## config.mk

```make
export PLATFORM = sky130hd
export DESIGN_NAME = vga_scanout
export DESIGN_NICKNAME = d
export VERILOG_FILES = /design/src/rtl/vga_scanout.sv
export SDC_FILE = /design/constraint.sdc
export NUM_CORES = 1
export LEC_CHECK = 0
export BUFFER_PORTS_ARGS = -buffer_cell sky130_fd_sc_hd__buf_2
export CORE_MARGIN = 3
export CORE_UTILIZATION = 45
export DETAILED_ROUTE_END_ITERATION = 7
export PLACE_DENSITY_LB_ADDON = 0.08
export SETUP_SLACK_MARGIN = 0.05
export SKIP_CTS_REPAIR_TIMING = 1
export SKIP_LAST_GASP = 1
export SLEW_MARGIN = 20
export SYNTH_ARGS = -nofsm -noshare
export SYNTH_HDL_FRONTEND = slang
export SYNTH_SLANG_ARGS = --single-unit
```

## constraint.sdc

```tcl
create_clock -name clock -period 1.7 [get_ports clock]
set_input_delay 0.34 -clock clock [delete_from_list [all_inputs] [get_ports clock]]
set_output_delay 0.34 -clock clock [all_outputs]
set_load 0.02 [all_outputs]
```

## src/rtl/vga_scanout.sv

```systemverilog
// vga_scanout: parametrised VGA timing generator and framebuffer scan-out.
//
// Walks the raster with free-running h/v counters, produces the frame RAM
// read address incrementally (no multiplier), and drives RGB/HS/VS from the
// returned RAM data.  The timing strobes are delayed so that they stay
// aligned with the pixel data.
//
// Ports:
//   clock        pixel clock, all logic on rising edge
//   reset        synchronous, active-high
//   ram_address  frame RAM read address (port B)
//   q            RAM read data {R,G,B}, R in MSBs
//   VGA_R/G/B    colour pins, zero outside active video
//   VGA_HS/VS    sync pins, asserted level = SYNC_POL
//   frame_start  one-clock pulse aligned with pixel (0,0) on the pins
//   vblank       high while v_count >= V_ACTIVE (counter-aligned)
module vga_scanout #(
    parameter int H_ACTIVE       = 640,
    parameter int H_FP           = 16,
    parameter int H_SYNC         = 96,
    parameter int H_BP           = 48,
    parameter int V_ACTIVE       = 480,
    parameter int V_FP           = 10,
    parameter int V_SYNC         = 2,
    parameter int V_BP           = 33,
    parameter int COLOR_BITS     = 3,
    parameter int PIX_SCALE_LOG2 = 2,
    parameter int RAM_LATENCY    = 2,
    parameter int SYNC_POL       = 0,
    parameter int ADDR_WIDTH     = 15
) (
    input  logic                    clock,
    input  logic                    reset,
    output logic [ADDR_WIDTH-1:0]   ram_address,
    input  logic [3*COLOR_BITS-1:0] q,
    output logic [COLOR_BITS-1:0]   VGA_R,
    output logic [COLOR_BITS-1:0]   VGA_G,
    output logic [COLOR_BITS-1:0]   VGA_B,
    output logic                    VGA_HS,
    output logic                    VGA_VS,
    output logic                    frame_start,
    output logic                    vblank
);

    localparam int H_TOTAL = H_ACTIVE + H_FP + H_SYNC + H_BP;
    localparam int V_TOTAL = V_ACTIVE + V_FP + V_SYNC + V_BP;
    localparam int HW      = $clog2(H_TOTAL);
    localparam int VW      = $clog2(V_TOTAL);
    localparam int S       = PIX_SCALE_LOG2;
    localparam int W       = H_ACTIVE >> S;
    localparam int ROWS    = V_ACTIVE >> S;
    // Strobes are taken from the last stage one clock before the pin register.
    localparam int DLY     = RAM_LATENCY + 1;

    localparam logic [HW-1:0] H_LAST       = HW'(H_TOTAL - 1);
    localparam logic [HW-1:0] H_ACT        = HW'(H_ACTIVE);
    localparam logic [HW-1:0] H_ACT_LAST   = HW'(H_ACTIVE - 1);
    localparam logic [HW-1:0] H_SYNC_FIRST = HW'(H_ACTIVE + H_FP);
    localparam logic [HW-1:0] H_SYNC_LAST  = HW'(H_ACTIVE + H_FP + H_SYNC - 1);
    localparam logic [HW-1:0] H_MASK       = HW'((1 << S) - 1);
    localparam logic [VW-1:0] V_LAST       = VW'(V_TOTAL - 1);
    localparam logic [VW-1:0] V_ACT        = VW'(V_ACTIVE);
    localparam logic [VW-1:0] V_ACT_LAST   = VW'(V_ACTIVE - 1);
    localparam logic [VW-1:0] V_SYNC_FIRST = VW'(V_ACTIVE + V_FP);
    localparam logic [VW-1:0] V_SYNC_LAST  = VW'(V_ACTIVE + V_FP + V_SYNC - 1);
    localparam logic [VW-1:0] V_MASK       = VW'((1 << S) - 1);
    localparam logic [ADDR_WIDTH-1:0] W_A  = ADDR_WIDTH'(W);
    localparam logic SYNC_ON               = (SYNC_POL != 0);

    if ((H_ACTIVE % (1 << S)) != 0 || (V_ACTIVE % (1 << S)) != 0) begin : g_bad_scale
        $error("vga_scanout: active size not divisible by pixel scale");
    end
    if (longint'(W) * longint'(ROWS) > (64'd1 << ADDR_WIDTH)) begin : g_bad_addr
        $error("vga_scanout: framebuffer does not fit in ADDR_WIDTH");
    end

    logic [HW-1:0]         h_count;
    logic [VW-1:0]         v_count;
    logic [ADDR_WIDTH-1:0] line_base;
    logic [ADDR_WIDTH-1:0] next_addr;
    logic [ADDR_WIDTH-1:0] next_base;
    logic                  h_wrap, v_wrap, de, hs_now, vs_now, fs_now, line_end;
    logic [DLY-1:0]        de_pipe, hs_pipe, vs_pipe, fs_pipe;

    assign h_wrap   = (h_count == H_LAST);
    assign v_wrap   = (v_count == V_LAST);
    assign de       = (h_count < H_ACT) && (v_count < V_ACT);
    assign hs_now   = (h_count >= H_SYNC_FIRST) && (h_count <= H_SYNC_LAST);
    assign vs_now   = (v_count >= V_SYNC_FIRST) && (v_count <= V_SYNC_LAST);
    assign fs_now   = (h_count == '0) && (v_count == '0);
    assign line_end = (h_count == H_ACT_LAST) && (v_count < V_ACT);
    assign vblank   = (v_count >= V_ACT);

    // Address of the pixel the counters point at.  ram_address still holds
    // the previous pixel's address, so within a line we only step it once
    // per replicated group of 2^S pixels.
    always_comb begin
        next_addr = line_base;
        if (de) begin
            if (h_count == '0) begin
                next_addr = line_base;
            end else if ((h_count & H_MASK) == '0) begin
                next_addr = ram_address + ADDR_WIDTH'(1);
            end else begin
                next_addr = ram_address;
            end
        end
    end

    // Row base advances after the last replica of a stored row.  After the
    // final visible row it returns to 0 so the address never passes the end
    // of the framebuffer during vertical blanking.
    always_comb begin
        next_base = line_base;
        if (h_wrap && v_wrap) begin
            next_base = '0;
        end else if (line_end) begin
            if (v_count == V_ACT_LAST) begin
                next_base = '0;
            end else if ((v_count & V_MASK) == V_MASK) begin
                next_base = line_base + W_A;
            end
        end
    end

    always_ff @(posedge clock) begin
        if (reset) begin
            h_count     <= '0;
            v_count     <= '0;
            line_base   <= '0;
            ram_address <= '0;
        end else begin
            ram_address <= next_addr;
            line_base   <= next_base;
            if (h_wrap) begin
                h_count <= '0;
                v_count <= v_wrap ? '0 : v_count + VW'(1);
            end else begin
                h_count <= h_count + HW'(1);
            end
        end
    end

    // Strobe delay line; its last stage lines up with q for the same pixel.
    always_ff @(posedge clock) begin
        if (reset) begin
            de_pipe <= '0;
            hs_pipe <= '0;
            vs_pipe <= '0;
            fs_pipe <= '0;
        end else begin
            de_pipe[0] <= de;
            hs_pipe[0] <= hs_now;
            vs_pipe[0] <= vs_now;
            fs_pipe[0] <= fs_now;
            for (int i = 1; i < DLY; i++) begin
                de_pipe[i] <= de_pipe[i-1];
                hs_pipe[i] <= hs_pipe[i-1];
                vs_pipe[i] <= vs_pipe[i-1];
                fs_pipe[i] <= fs_pipe[i-1];
            end
        end
    end

    always_ff @(posedge clock) begin
        if (reset) begin
            VGA_R       <= '0;
            VGA_G       <= '0;
            VGA_B       <= '0;
            VGA_HS      <= ~SYNC_ON;
            VGA_VS      <= ~SYNC_ON;
            frame_start <= 1'b0;
        end else begin
            VGA_R       <= de_pipe[DLY-1] ? q[3*COLOR_BITS-1:2*COLOR_BITS] : '0;
            VGA_G       <= de_pipe[DLY-1] ? q[2*COLOR_BITS-1:COLOR_BITS]   : '0;
            VGA_B       <= de_pipe[DLY-1] ? q[COLOR_BITS-1:0]              : '0;
            VGA_HS      <= hs_pipe[DLY-1] ? SYNC_ON : ~SYNC_ON;
            VGA_VS      <= vs_pipe[DLY-1] ? SYNC_ON : ~SYNC_ON;
            frame_start <= fs_pipe[DLY-1];
        end
    end

endmodule

```

======== Word-level counts from Yosys, hierarchy flattened ========
Index checks and enable logic that the tools add are counted.
Widths: inputs -> output; s select.
word-level totals
  bits in read-only memories .............. 0
  latch bits .............................. 0
  RAM bits ................................ 0
  memories kept ........................... 0
  flip-flop bits (word level) ............. 74
  input port bits ......................... 11
  output and inout port bits .............. 28
  logic and storage cells ................. 54
cells by class
  reductions and logical operators ........ 14
  equality and inequality tests ........... 6
  div/mod/pow operators ................... 0
  muxes and demuxes ....................... 8
  add/subtract/negate cells ............... 4
  $lt $le $gt $ge ......................... 7
  shift-type cells ........................ 0
  $mul .................................... 0
  bitwise logic cells ..................... 1
operators by type and width
  kind                   count
  $mux 15                5
  $eq 10x10->1 const B   3
  $logic_not 10->1       3
  $add 10x1->10 const B  2
  $ge 10x9->1 const B    2
  $add 15x1->15 const B  1
  $add 15x8->15 const B  1
  $eq 10x9->1 const B    1
  $ge 10x10->1 const B   1
  $le 10x10->1 const B   1
  $le 10x9->1 const B    1
  $lt 10x10->1 const B   1
  $lt 10x9->1 const B    1
  $mux 10                1
  $logic_and 1x1->1      6
  $reduce_or 2->1        3
  $ne 3x1->1 const B     1
  $eq 2x2->1 const B     1
  $mux 1                 2
  $reduce_and 2->1       1
  $reduce_bool 2->1      1
  $not 1->1              1

======== Longest topological paths before layout ========
  word-level depth ........................ 4
  mapped depth ............................ 9
  depth with buffers taken out ............ 7

======== Worst setup path before layout ========
Ideal clock, no wire load.
  kind .................................... register to register
  start ................................... reg v_count[1]
  end ..................................... reg line_base[14]
  stages on the path, launching flop included .. 7
  arrival ................................. 1.634 ns
  setup time .............................. 0.115 ns
  buffers on the path ..................... 0
  data required time ...................... 1.585 ns
  clock period less this slack ............ 1.749 ns
  path slack .............................. -0.049 ns
  cells stage by stage .................... dfxtp_1 > ha_1 > nor4b_4 > nand4b_4 > nor4_1 > xnor2_1 > nor2_2
between the ends
  cells in the longest elaborated chain, start to end .. 3
RTL lines
  item                                                                  RTL line  source
  from (decl)                                                           78        logic [VW-1:0] v_count;
  from (signal assigned)                                                137       v_count <= v_wrap ? '0 : v_count + VW'(1);
  $lt 10x9->1 (tied with other cells)                                   91        assign line_end = (h_count == H_ACT_LAST) && (v_count < V_ACT);
  $logic_and 1x1->1 (tied with other cells)                             91
  $reduce_and 2->1 (no source line) or $reduce_or 2->1 (tied branches)  --
  to (signal assigned)                                                  134       line_base <= next_base;
  to (decl)                                                             79        logic [ADDR_WIDTH-1:0] line_base;
Several ways; a longest one is shown, not always the timed one.
A chain may end at the register's enable or synchronous reset.

======== Worst setup path after layout ========
  start ................................... reg h_count[0]
  end ..................................... reg v_count[9]
between the ends
  cells in the longest elaborated chain, start to end .. 1
RTL lines
  item                    RTL line  source
  from (decl)             77        logic [HW-1:0] h_count;
  from (signal assigned)  139       h_count <= h_count + HW'(1);
  $eq 10x10->1            85        assign h_wrap = (h_count == H_LAST);
Every way passes these cells.

==> key figures <==
Status
  – Status: complete, no violations

Yosys
  – Synth Flop Type: dfxtp_1
  – Sequential element share of the synthesized area: 47.1%
  – Yosys warnings: 0
  – Post-synth EDFFs: 0
  – Syn Nets: around 330
  – Post-synth top area cell: dfxtp_1
  – Yosys cell types: 37
  – Largest cells by area after synthesis: dfxtp_1 (47%), xnor2_1 (7.2%), nor2_1 (5.6%)
  – Top-count cell post-synth: dfxtp_1
  – Avg Cell Area, Syn: ~9.5 µm²
  – Top cells by count, synth: dfxtp_1 (69), nor2_1 (44), xnor2_1 (24)
  – Post-synth top area share: a little under half
  – Post-synth ARST share: 0%
  – Mapped Cells: 309
  – Seq cells post-synth: 69
  – Cell area after synthesis: ~2900 µm²

Critical path
  – Worst-path maximum fanout: 4
  – Setup slack, reg-to-reg: 60 ps
  – Slowest stage cell, crit path: or4_4
  – Crit end category: flop
  – Largest stage delay on the critical path: ~480 ps
  – R2r endpoint: v_count[9]
  – Worst-case reg-to-reg path depth: 6
  – Worst r2r src: h_count[0]
  – Crit Path Class: flop to flop
  – WP buf/inv: 0
  – Arr. time, crit path: around 1900 ps
  – Worst endpoint required time: just under 2000 ps
  – CP Launch Type: flop
  – Crit-path cells: ha_4 > nand4_4 > or4_4 > nor3_2 > xnor2_1 > nor2_1
  – Worst path top cell family by delay: simple AND/OR/NAND/NOR gates

STA
  – Final hold vios: 0
  – Fin crit share: 96.4%
  – RSZ-0062 raised after global routing: true
  – Max Fclk: ~610 MHz
  – Hold Worst Slack: just under 200 ps
  – Final setup TNS: 0 ps
  – Worst Max-Slew Pin Slew: 515 ps
  – Slew Limit Headroom: 65.6%
  – Setup Skew: around 12 ps
  – Final Critical Period: roughly 1600 ps
  – Final worst setup slack: 60.6 ps
  – Final Max Slew Viols: 0
  – Final Setup Violations: 0

Run
  – Max-Cap Viols: 0

Die
  – Initial Util: 48.1%
  – Die width: 86.7 µm
  – Site Rows: 28
  – Die Height: 86.7 µm
  – DIE AREA: 7520 µm²
  – Core area: a little over 6000 µm²
  – # IOs: 39

Clock tree
  – CTS Sinks: between 60 and 70
  – Clock Root Buffer: clkbuf_8
  – Clock Path Buffers: 2
  – H-tree depth: 3
  – Worst-path clk slew: ~70 ps
  – Number of buffers created by CTS: 9
  – Worst skew pair latency: between 300 and 400 ps
  – CTS tree: yes

Cells and area
  – Fin cells: around 460
  – Register area: between 1000 and 1500 µm²
  – Fill cells: between 500 and 600
  – Total area of multi-input combinational cells: ~1700 µm²
  – Final Cell Area: between 3000 and 4000 µm²
  – Layout net count: between 300 and 400
  – Core Util, Final: between 60% and 70%
  – Antenna cell count: 0
  – Layout cells sized above 1: a little over a third
  – Layout area overhead: 31.9%

Route
  – ANT nets after route: 0
  – Residual DRC: 0
  – Drt wl/cell: approximately 14 µm
  – DR iter-0 viols: 57
  – Post-DR vias/cell: about 5.1
  – Drt pass-1 iters: 4
  – Drt total wl: ~6300 µm
  – Via count: around 2400

Power and ir drop
  – PD cells: between 800 and 900 nW/µm²
  – VDD IR max: ~0.54 mV
  – Static leakage: about 1.5 nW
  – Design Power: between 3 and 4 mW

GRT
  – Gr usage total: between 10% and 20%
  – First-pass GRT wire length: approximately 10000 µm
  – Vias in the first global route: ~2300
  – Antenna violations before repair: 0
  – Largest net degree at the start of global routing: 33
  – Global route total overflow: 0

Placed design
  – Placed cell count: roughly 440
  – Gpl congestion: roughly 0.83
  – Dpl ws: 12.7 ps
  – Final HPWL DP: approximately 4300 µm
  – Post-placement cell area: around 3400 µm²
  – Port bufs: 38

Worst hold path
  – Hold path cells: 2
  – HP Class: input pin to flop
  – Worst Hold Launch: q[8]
  – Worst hold path endpoint: VGA_R[2]
final cells by class:
class / instances / area share (%)
clock buffers: 11 / 3.92
clock inverters: 5 / 1.52
inverters: 5 / 0.485
multi-input cells: 222 / 43.6
flip-flops and latches: 69 / 36.2
well taps: 75 / 2.43
repair buffers: 72 / 11.9
worst max-delay path by stage:
stage,start,to,cells after the start
4_1_cts,h_count[1],v_count[9],6
5_1_grt,v_count[1],line_base[6],7
3_5_place_dp,v_count[0],line_base[14],6
2_1_floorplan,v_count[1],line_base[14],6
6_report,h_count[0],v_count[9],6
3_3_place_gp,v_count[1],line_base[14],6
worst reg2reg max path: stages (launching register included):
cell     delay, ps
dfxtp_2        370
ha_4           160
nand4_4        140
or4_4          480
nor3_2         190
xnor2_1        140
nor2_1          50
placed cells by master (no fill, tap or decap), types with 3 or more instances in the layout:
cell      count
nor3_2        4
nand2b_1      4
nand3b_1      3
and2_1        9
dfxtp_1      59
ha_1          3
xnor2_1      24
nand2_1      14
nor2b_1      10
a211oi_1      4
buf_2        38
mux2i_1       3
a21oi_1       3
nor3_4        3
dfxtp_2       8
nand3_1      12
nor2_2        6
nor2_1       38
buf_6         4
inv_2         3
a211oi_2      6
and3_1        5
nand4_1      10
buf_4        30
nor3_1       16
ha_4          3
xor2_1       14
clkbuf_8     11
logic make-up (layout without fill, tap and decap cells):
kind of cell / after synthesis / count (layout) / share of synthesized area, %
XOR/XNOR: 39 / 39 / 11.7
AO/OA/AOI/OAI: 18 / 19 / 4.27
adder cells (fa/ha/maj): 7 / 7 / 2.99
multiplexers: 3 / 3 / 1.02
AND/OR/NAND/NOR: 154 / 154 / 29.6
buffers and inverters: 19 / 93 / 3.37
flip-flops: 69 / 69 / 47.1
registers in the layout, indices dropped and copies added (netlist names):
signal / count
hs_pipe: 3
VGA_R: 3
VGA_VS: 1
fs_pipe: 3
v_count: 10
h_count: 10
line_base: 10
VGA_G: 3
ram_address: 15
VGA_B: 3
de_pipe: 3
VGA_HS: 1
frame_start: 1
vs_pipe: 3
power breakdown:
group | switching (mW) | internal (mW) | total [mW]
clock | 0.620 | 0.757 | 1.38
sequential | 0.0436 | 1.66 | 1.71
combinational | 0.194 | 0.153 | 0.346
total | 0.858 | 2.57 | 3.43
metal layers:
layer / GRT usage [%] / up-vias / wire length (µm)
met5: 0 / - / 0
met4: 8.07 / 0 / 110
met3: 3.61 / 9 / 209
met2: 29.1 / 32 / 3090
met1: 21.0 / 1125 / 2890
li1: - / 1192 / -
No activity file was read; power rests on OpenSTA's default activity.
